File: config.mk
export PLATFORM = sky130hd
export DESIGN_NAME = mem_arbiter
export DESIGN_NICKNAME = d
export VERILOG_FILES = /design/src/rtl/mem_arbiter.sv
export SDC_FILE = /design/constraint.sdc
export NUM_CORES = 1
export LEC_CHECK = 0
export BUFFER_PORTS_ARGS = -buffer_cell sky130_fd_sc_hd__buf_2
export CAP_MARGIN = 15
export CORE_AREA = 5 5 285 287
export CTS_CLUSTER_DIAMETER = 150
export DETAILED_ROUTE_END_ITERATION = 12
export DIE_AREA = 0 0 290 292
export GPL_ROUTABILITY_DRIVEN = 0
export HOLD_SLACK_MARGIN = 0.08
export PLACE_DENSITY = 0.43
export SETUP_SLACK_MARGIN = 0.05
export SLEW_MARGIN = 20
export SYNTH_ARGS = -nofsm -noshare
export SYNTH_HDL_FRONTEND = slang
export SYNTH_SLANG_ARGS = --single-unit
File: constraint.sdc
create_clock -name clk -period 1.95 [get_ports clk]
set_input_delay 0.39 -clock clk [delete_from_list [all_inputs] [get_ports clk]]
set_output_delay 0.39 -clock clk [all_outputs]
set_load 0.01 [all_outputs]
File: src/rtl/mem_arbiter.sv
// Purpose: arbitrates one line-wide memory port between I-cache refill and D-cache refill/writeback (optional round-robin: MEM_ARB_ROUND_ROBIN_EN).
// Latency: grant one edge after a request in IDLE; owner ready pulses one edge after mem_ready; 3 cycles minimum per transaction.
// Backpressure: requests are sampled only in IDLE; a losing requester simply holds req until its own ready pulse.
module mem_arbiter #(
    parameter int ADDR_WIDTH = 32,
    parameter int LINE_WIDTH = 128
) (
    input  logic                  clk,
    input  logic                  rst,
    input  logic                  i_req,
    input  logic [ADDR_WIDTH-1:0] i_addr,
    output logic [LINE_WIDTH-1:0] i_rdata,
    output logic                  i_ready,
    input  logic                  d_req,
    input  logic                  d_we,
    input  logic [ADDR_WIDTH-1:0] d_addr,
    input  logic [LINE_WIDTH-1:0] d_wdata,
    output logic [LINE_WIDTH-1:0] d_rdata,
    output logic                  d_ready,
    output logic                  mem_req,
    output logic                  WriteEnable,
    output logic [ADDR_WIDTH-1:0] memory_address,
    output logic [LINE_WIDTH-1:0] mem_writedata,
    input  logic [LINE_WIDTH-1:0] mem_readdata,
    input  logic                  mem_ready,
    output logic                  busy
);

    // Byte-offset bits inside one line; these are cleared on the captured address.
    localparam int OFFSET_BITS = $clog2(LINE_WIDTH / 8);
    localparam logic [ADDR_WIDTH-1:0] LINE_MASK = ~(ADDR_WIDTH'((1 << OFFSET_BITS) - 1));

    typedef enum logic [1:0] {
        IDLE = 2'd0,
        BUSY = 2'd1,
        RESP = 2'd2
    } arbState_t;

    arbState_t             state;
    arbState_t             nextState;
    logic                  ownerD;      // 1: data side owns the transaction in flight
    logic                  grantAny;
    logic                  grantD;
    logic                  capWe;
    logic [ADDR_WIDTH-1:0] capAddr;
    logic [LINE_WIDTH-1:0] capWdata;
    logic [LINE_WIDTH-1:0] iRdataQ;
    logic [LINE_WIDTH-1:0] dRdataQ;

`ifdef MEM_ARB_ROUND_ROBIN_EN
    logic                  lastServedD; // 0: instruction side was served last

    // Winner selection: on a tie, serve the side that was not served last.
    always_comb begin
        grantAny = i_req | d_req;
        grantD   = d_req & (~i_req | ~lastServedD);
    end

    // Last-served pointer moves on every grant; reset favours the data side next.
    always_ff @(posedge clk or negedge rst) begin
        if (!rst) begin
            lastServedD <= 1'b0;
        end else if ((state == IDLE) && grantAny) begin
            lastServedD <= grantD;
        end
    end
`else
    // Winner selection: data side has fixed priority over instruction side.
    always_comb begin
        grantAny = i_req | d_req;
        grantD   = d_req;
    end
`endif

    // State register; reset abandons any transaction in flight.
    always_ff @(posedge clk or negedge rst) begin
        if (!rst) begin
            state <= IDLE;
        end else begin
            state <= nextState;
        end
    end

    // Next-state: IDLE -> BUSY on any request, BUSY -> RESP on mem_ready, RESP -> IDLE.
    always_comb begin
        nextState = state;
        case (state)
            IDLE: begin
                if (grantAny) begin
                    nextState = BUSY;
                end
            end
            BUSY: begin
                if (mem_ready) begin
                    nextState = RESP;
                end
            end
            RESP: begin
                nextState = IDLE;
            end
            default: begin
                nextState = IDLE;
            end
        endcase
    end

    // Capture the winner's request so the memory side sees stable values for all of BUSY.
    always_ff @(posedge clk or negedge rst) begin
        if (!rst) begin
            ownerD   <= 1'b0;
            capWe    <= 1'b0;
            capAddr  <= '0;
            capWdata <= '0;
        end else if ((state == IDLE) && grantAny) begin
            ownerD <= grantD;
            if (grantD) begin
                capWe    <= d_we;
                capAddr  <= d_addr & LINE_MASK;
                capWdata <= d_wdata;
            end else begin
                capWe    <= 1'b0;
                capAddr  <= i_addr & LINE_MASK;
                capWdata <= '0;
            end
        end
    end

    // Return data lands only in the owner's register, and only for reads.
    always_ff @(posedge clk or negedge rst) begin
        if (!rst) begin
            iRdataQ <= '0;
            dRdataQ <= '0;
        end else if ((state == BUSY) && mem_ready && !capWe) begin
            if (ownerD) begin
                dRdataQ <= mem_readdata;
            end else begin
                iRdataQ <= mem_readdata;
            end
        end
    end

    // Outputs are registers or pure decodes of state, so no input reaches an output combinationally.
    assign mem_req        = (state == BUSY);
    assign WriteEnable    = (state == BUSY) && capWe;
    assign memory_address = capAddr;
    assign mem_writedata  = capWdata;
    assign i_ready        = (state == RESP) && !ownerD;
    assign d_ready        = (state == RESP) && ownerD;
    assign i_rdata        = iRdataQ;
    assign d_rdata        = dRdataQ;
    assign busy           = (state != IDLE);

endmodule

-- Yosys cells after proc, flatten, opt, wreduce, memory -nomap -nowiden
Cells that the tools add are included.
- bits in registers: 420
- input bits: 326
- output and inout bits: 421
- logic and storage cells: 32
- equal/unequal tests: 4
- mux-type cells: 6
- bitwise logic cells: 2
- reduce and logical (&&, ||, !) cells: 13
- operators by type and width (cell ; count):
    $mux W128 ; 1
    $mux W32 ; 1
    $logic_and A1 B1 Y1 ; 6
    $reduce_and A2 Y1 ; 3
    $mux W2 ; 2
    $pmux W2 S2 ; 1
    $eq A2 B1 Y1 const B ; 1
    $eq A2 B2 Y1 const B ; 1
    $logic_not A1 Y1 ; 2
    $logic_not A2 Y1 ; 1
    $ne A2 B1 Y1 const B ; 1
    $ne A2 B2 Y1 const B ; 1
    $reduce_bool A2 Y1 ; 1
    $mux W1 ; 1
    $not A1 Y1 ; 1
    $or A1 B1 Y1 ; 1

-- Logic depth before layout (Yosys ltp)
Gate-level depths: netlist (run 1).
- word-level depth: 4
- depth in mapped cells: 6
- depth with buffers taken out: 3

-- Worst setup path after synthesis (run 1)
OpenSTA, ideal clock, no wires.
- kind: register -> register
- start: register state[1]
- end: register iRdataQ[100] (netlist: i_rdata[100])
- setup time: 0.127 ns
- arrival: 1.459 ns
- data required time: 1.823 ns
- slack: 0.364 ns
- cell stages (with the launch flop): 6
- buffers on the path: 2
- period minus slack after synthesis: 1.586 ns
- path through: dfrtp_1 nor2b_4 and4bb_1 buf_4 buf_6 mux2_1
- longest elaborated chain between the ends: 4
- RTL lines (item ; RTL line ; RTL):
    start: declaration ; 39 ; arbState_t state;
    start signal: assignment ; 80 ; state <= nextState;
    $eq A2 B1 Y1 ; n/a ;
    named net mem_req ; 20 ; output logic mem_req,
    $logic_and A1 B1 Y1 (2 in a row) ; 133 ; end else if ((state == BUSY) && mem_ready && !capWe) begin
    $reduce_and A2 Y1 (no line) ; n/a ;
    end signal: assignment ; 137 ; iRdataQ <= mem_readdata;
    end: declaration ; 47 ; logic [LINE_WIDTH-1:0] iRdataQ;
The timed path passes the listed nets, and every way through them passes these cells.
A chain may end at the register's enable or synchronous reset.

-- Worst setup path after layout (run 1)
- start: register state[0]
- end: output port WriteEnable
- longest elaborated chain between the ends: 2
- RTL lines (item ; RTL line ; RTL):
    $eq A2 B1 Y1 ; 144 ; assign WriteEnable = (state == BUSY) && capWe;
    $logic_and A1 B1 Y1 ; 144 ;
    end: declaration ; 21 ; output logic WriteEnable,
No other way between the ends.

==> flow_summary.toml, run 1 <==
[timing]
drv_slew = 0
fmax_mhz = 551
setup_viol = 0
finalSetupTns_ps = 0
finalHoldViolations = 0
rsz0062_at_grt = "yes"
skew_ps = 13.4
fin_crit_ps = 1820
min_period_over_period_pct = 93.1

[yosys]
synth.avg_cell_area_um2 = 16.6
yosysWarnings = 0
async_flop_share_pct = 100
syn_inst = 940
yosys.cell_types.count = 22
synth_top_area_cell = "dfrtp_1"
yosysSeqAreaShare_pct = 66.9
synth_common_cells = "416 x dfrtp_1, 192 x mux2_2, 129 x a22o_1, 120 x mux2_1, 35 x buf_2"
ys.flop_type = "dfrtp_1"
netlist_area_um2 = 15600
synth.top_cell.area_share_pct = 66.9
yosys-top-cells-area = "dfrtp_1 67%, mux2_2 14%, mux2_1 8.7%"
synth_edf_count = 0
yosys_register_bits = 416
yosys.cell_count.top_type = "dfrtp_1"

[grt]
grt_use_total_pct = 12.0
antenna_found_initial = 3
grt_overflow_total = 0
grt_pass1_wl_mm = 81.7
grt_pass1_vias = 13488
grt_max_degree = 77

[routing]
drtIter0Drc = 349
ant_nets = 0
drc_errors = 0
firstDrtPassIters = 4
avgViaCountPerCell = 3.94
vias = 12047
wirelength_mm = 53.1
routedWlPerCell_um = 17.4

[critical_path]
cp-start-kind = "flop"
r2r-start = "state[0]"
cpPeakStageDelay_ps = 400
cp_cell_sequence = "nor2b_4, and2_4, buf_6"
cp-end-kind = "output pin"
worstRegToRegCells = 5
path_class = "flop to output pin"
crit_path_start = "state[0]"
crit_end = "WriteEnable"
crit_fanout = 5
regToRegSetupSlack_ps = 170
timing.rr.end = "i_rdata[80]"
critPathArrivalTime_ps = 1430
crit_required_ps = 1560
crit_slowest_cell = "dfrtp_1"

[pwr]
pwr-share-seq_pct = 38.9
power_switching_uw = 13500
ir_drop_mv = 0.704
share_comb_of_total_power_pct = 39.0
powerDensity_nw_per_um2 = 1570
p_sw_share_pct = 34.4
leakagePower_uw = 0.0122
p_int_uw = 25700
power.share.clock_pct = 22.1

[floorplanning]
core_um2 = 78400
start_util_pct = 19.9
rows = 103
die-area_um2 = 84700
die_w_um = 290
io_pins = 747
dieHeight_um = 292

[cts]
cts_buffer_depth = 3
numCtsBuffers = 48
clockRootBuffer = "clkbuf_16"
cts_tree = "yes"
cts.sinks = 416
clk_latency_ps = 570
cts_max_level = 2
clkTransAtPathRegs_ps = 60

[placed_design]
hpwl_mm = 39.8
portBuffers = 734
dp_cells = 2712

[status]
status = "complete, no violations"

[cells_and_area]
syn_to_final_growth_pct = 60.4
seq_area_um2 = 10400
nFillCells = 7967
nets = 2297
final_cells = 3058
multi_input_area_um2 = 4780
drive_gt1_share_pct = 52.6

[job]
maxCapViolations = 0

[hold_path]
hold_path_class = "primary input to flop"
-- layout make-up --
cell class	count	area share (%)
timing repair buffer	1045	27.9
inverter	2	0.0301
clock buffer	75	5.66
sequential	416	41.7
antenna	1	0.0100
tap	1050	5.26
multi-input combinational	458	19.1
clock inverter	11	0.371
-- critical path, delay by kind of cell, from the launching register on --
family	cells	cell delay [ps]
buffers and inverters	1	110
flip-flops	1	400
AND/OR/NAND/NOR	2	360
-- per-layer routing --
metal / track usage [%] / wire, µm / up-vias
li1: - / - / 5497
met1: 13.7 / 20600 / 5988
met2: 21.5 / 27200 / 480
met3: 3.92 / 3920 / 80
met4: 3.62 / 1400 / 2
met5: 0 / 13 / -
-- registers in the layout (all words and copies together), names as in the netlist --
register / count
state: 2
ownerD: 1
capWe: 1
i_rdata: 128
d_rdata: 128
memory_address: 28
mem_writedata: 128
-- worst min-delay path by stage --
stage | from | endpoint | slack, ps | depth (start not counted)
3_5_place_dp | rst | i_rdata[50] | 260 | 1
2_1_floorplan | rst | capWe | 90 | 0
5_1_grt | d_wdata[119] | mem_writedata[119] | 90 | 2
3_3_place_gp | rst | i_rdata[50] | 260 | 1
6_report | d_wdata[119] | mem_writedata[119] | 130 | 2
4_1_cts | d_wdata[119] | mem_writedata[119] | 80 | 2
-- kinds of logic after synthesis --
| group | share of synthesized area [%] |
|---|---|
| mux | 22.6 |
| simple gates | 0.498 |
| compound gates | 7.37 |
| other cells | 0.0241 |
| flops | 66.9 |
| buf+inv | 2.67 |
-- power by group through the flow --
stage | clock (µW) | sequential [µW] | combinational, µW
after floorplan | 0 | 17200 | 5520
after global placement | 0 | 15300 | 15000
after detailed placement | 0 | 15300 | 15200
after CTS | 9050 | 15300 | 15600
after global routing | 9350 | 15800 | 16500
final | 8650 | 15200 | 15300
-- placed cells by master (no fill, tap or decap), types with 2 or more instances in the layout --
| cell type | count |
|---|---|
| clkinv_2 | 6 |
| dlygate4sd3_1 | 257 |
| clkinvlp_4 | 2 |
| conb_1 | 4 |
| clkbuf_8 | 9 |
| mux2_1 | 120 |
| buf_4 | 32 |
| buf_12 | 23 |
| mux2_2 | 192 |
| inv_1 | 2 |
| inv_6 | 2 |
| dfrtp_1 | 416 |
| buf_2 | 731 |
| clkbuf_1 | 17 |
| clkbuf_16 | 49 |
| and2_4 | 2 |
| a22o_1 | 129 |
-- per-stage QoR --
step	total power, µW	setup WS (ps)	hold WS, ps	area, µm²	utilization, %
after floorplan	22800	364	94.4	15600	-
after global placement	30300	191	263	20900	26.6
after detailed placement	30500	147	262	20900	26.6
final	39200	134	127	25000	31.9
after global routing	41700	26.1	92.2	25000	31.9
after CTS	40000	62.8	81.3	25000	31.9
-- timing repair --
action                     in CTS  in global routing
hold buffers                  257                  0
hold endpoints to repair      593                  0
pin swaps                       0                  1
gates resized for setup         2                  3
gates cloned                    0                  0
setup buffers                   1                  1
setup endpoints to repair       2                  4
(Power assumes the default switching activity.)
==> inputs of run 2 (changes only) <==
--- a/config.mk
+++ b/config.mk
@@ -5,12 +5,13 @@
 export SDC_FILE = /design/constraint.sdc
 export NUM_CORES = 1
 export LEC_CHECK = 0
+export ABC_AREA = 1
 export BUFFER_PORTS_ARGS = -buffer_cell sky130_fd_sc_hd__buf_2
 export CAP_MARGIN = 15
-export CORE_AREA = 5 5 285 287
+export CORE_AREA = 5 5 291 293
 export CTS_CLUSTER_DIAMETER = 150
 export DETAILED_ROUTE_END_ITERATION = 12
-export DIE_AREA = 0 0 290 292
+export DIE_AREA = 0 0 296 298
 export GPL_ROUTABILITY_DRIVEN = 0
 export HOLD_SLACK_MARGIN = 0.08
 export PLACE_DENSITY = 0.43
==> flow_summary.toml, run 2 <==
[critical_path]
cp-start-kind = "flop"
regToRegSetupSlack_ps = 190
cp-end-kind = "output pin"
critPathArrivalTime_ps = 1450
timing.critical_path.buf_inv = 3
cpPeakStageDelay_ps = 390
crit_required_ps = 1560
crit_fanout = 4
critical-path-top-delay-family = "flip-flops"
crit_slowest_cell = "dfrtp_2"
cp_cell_sequence = "inv_2, nor2_4, inv_2, nor2_4, buf_6"
path_class = "flop to output pin"

[floorplanning]
dieHeight_um = 298
die_w_um = 296
rows = 105
die-area_um2 = 88200
start_util_pct = 20.4
io_pins = 747
core_um2 = 81600

[routing]
wl_met1_mm = 27.9
vias = 16530
avgViaCountPerCell = 4.21
routedWlPerCell_um = 17.7
firstDrtPassIters = 5
ant_nets = 0
drc_errors = 0
wirelength_mm = 69.6
route.met2.wl_mm = 34.3
drtIter0Drc = 621
highest_layer = "met5"
wl_met3_mm = 5.48

[cts]
cts.sinks = 416
cts_buffer_depth = 3
clockRootBuffer = "clkbuf_16"
cts_max_level = 2
clk_latency_ps = 570
clkTransAtPathRegs_ps = 60
cts_tree = "yes"
numCtsBuffers = 49

[yosys]
async_flop_share_pct = 100
yosysWarnings = 0
synth_edf_count = 0
yosys.cell_types.count = 18
synth.top_cell.area_share_pct = 62.6
netlist_area_um2 = 16600
synth_top_area_cell = "dfrtp_1"
yosys_register_bits = 416
yosys.cell_count.top_type = "nand2_1"
ys.flop_type = "dfrtp_1"
yosysSeqAreaShare_pct = 62.6
yosys-top-cells-area = "dfrtp_1 63%, nand2_1 18%, nand3_1 12%"
synth_common_cells = "799 x nand2_1, 416 x dfrtp_1, 386 x nand3_1, 96 x buf_2, 56 x o21ai_0"
synth.avg_cell_area_um2 = 8.99
syn_inst = 1848

[hold_path]
hold_path_class = "primary input to flop"

[timing]
rsz0062_at_grt = "yes"
relSlewSlack_pct = 46.5
finalHoldViolations = 0
finalSetupTns_ps = 0
fin_crit_ps = 1840
min_period_over_period_pct = 94.3
drv_slew = 0
fin_ws_ps = 111
setup_viol = 0
tightest_slew_ps = 803
fmax_mhz = 544
skew_ps = 17.2

[grt]
antenna_found_initial = 3
grt_max_degree = 122
grt_pass1_vias = 17480
grt_pass1_wl_mm = 105
grt_use_total_pct = 15.0
grt_overflow_total = 0

[cells_and_area]
final_cell_mix = "799 x nand2_1, 728 x buf_2, 413 x dfrtp_1, 386 x nand3_1, 257 x dlygate4sd3_1"
drive_gt1_share_pct = 32.3
final_common_cell = "nand2_1"
syn_to_final_growth_pct = 56.7
nets = 3146

[pwr]
p_sw_share_pct = 40.4
share_comb_of_total_power_pct = 40.8
p_int_uw = 24100
leakagePower_uw = 0.0143
power_switching_uw = 16400
powerDensity_nw_per_um2 = 1560
pwr-share-seq_pct = 36.5
power.share.clock_pct = 22.7
ir_drop_mv = 0.746

[placed_design]
post-place-ws_ps = 238
portBuffers = 734
hpwl_mm = 49.7

[status]
status = "complete, no violations"

[job]
maxCapViolations = 0
-- run 2: cell count changes after synthesis, moves of 12 or more --
cell      previous run  this run
a22o_1             129         0
o21ai_0              1        56
buf_6               12         0
mux2_1             120         0
buf_2               35        96
nand2_1              1       799
mux2_2             192         0
buf_4                6        18
or2_2                0        28
nand3_1              0       386
clkbuf_1             9        27
-- run 2: path summary, 6_finish.rpt --
path | startpoint | end | cells after the start
hold / removal | d_addr[29] | memory_address[29] | 3
min in group asynchronous | rst | i_rdata[45] | 2
hold reg to reg | i_rdata[16] | i_rdata[16] | 2
max in group asynchronous | rst | memory_address[22] | 4
setup reg to reg | ownerD | d_rdata[57] | 6
setup / recovery | state[0] | WriteEnable | 5
-- run 2: area by class of cell --
class | count | area (µm²)
diodes | 2 | 5.00
clock buffers | 75 | 1530
clock inverters | 10 | 91.3
fillers | 8607 | 55500
inverters | 8 | 37.5
multi-input cells | 1284 | 5510
flip-flops and latches | 416 | 10400
well taps | 1070 | 1340
repair buffers | 1061 | 7120
-- run 2: cells by family after synthesis --
kind of cell	share of synthesized area, %
flip-flops	62.6
other	0.0226
buffers and inverters	4.55
AO/OA/AOI/OAI	1.80
AND/OR/NAND/NOR	31.0
-- run 2: timing repair --
item	in CTS	in global routing
setup buffers	6	1
hold buffers	257	0
endpoints found under the setup margin	5	4
pin swaps	3	3
gates resized for setup	12	7
hold endpoints to repair	494	0
-- run 2: power groups by stage --
stage | Clock [µW] | Sequential (µW) | Combinational, µW
detailed placement | 0 | 14900 | 16400
CTS | 9580 | 14800 | 16900
global route | 9870 | 15300 | 18400
global placement | 0 | 14800 | 16300
floorplan | 0 | 16600 | 6170
finish | 9200 | 14800 | 16500
-- run 2: metal layers --
layer  vias to the layer above  global-route usage (%)
met2                       584                    26.4
met1                      7956                    17.9
li1                       7882                       -
met3                       106                    4.28
met5                         -                       0
met4                         2                    4.18
-- run 2: per-stage QoR --
step                      cells  instance area, µm²  util, %  hold WS, ps  power [µW]
after floorplan            1851               16600        -         94.4       22700
after detailed placement   3575               21700     26.6          347       31200
after global routing       3925               26000     31.9          107       43500
final                      3926               26000     31.9          133       40500
after global placement     3575               21700     26.6          337       31100
after CTS                  3923               26000     31.9         85.3       41300
-- run 2: tightest hold or removal path, delay by kind of cell --
family | cells | cell delay (ps)
AOI/OAI and AO/OA | 2 | 200
buffers and inverters | 1 | 70
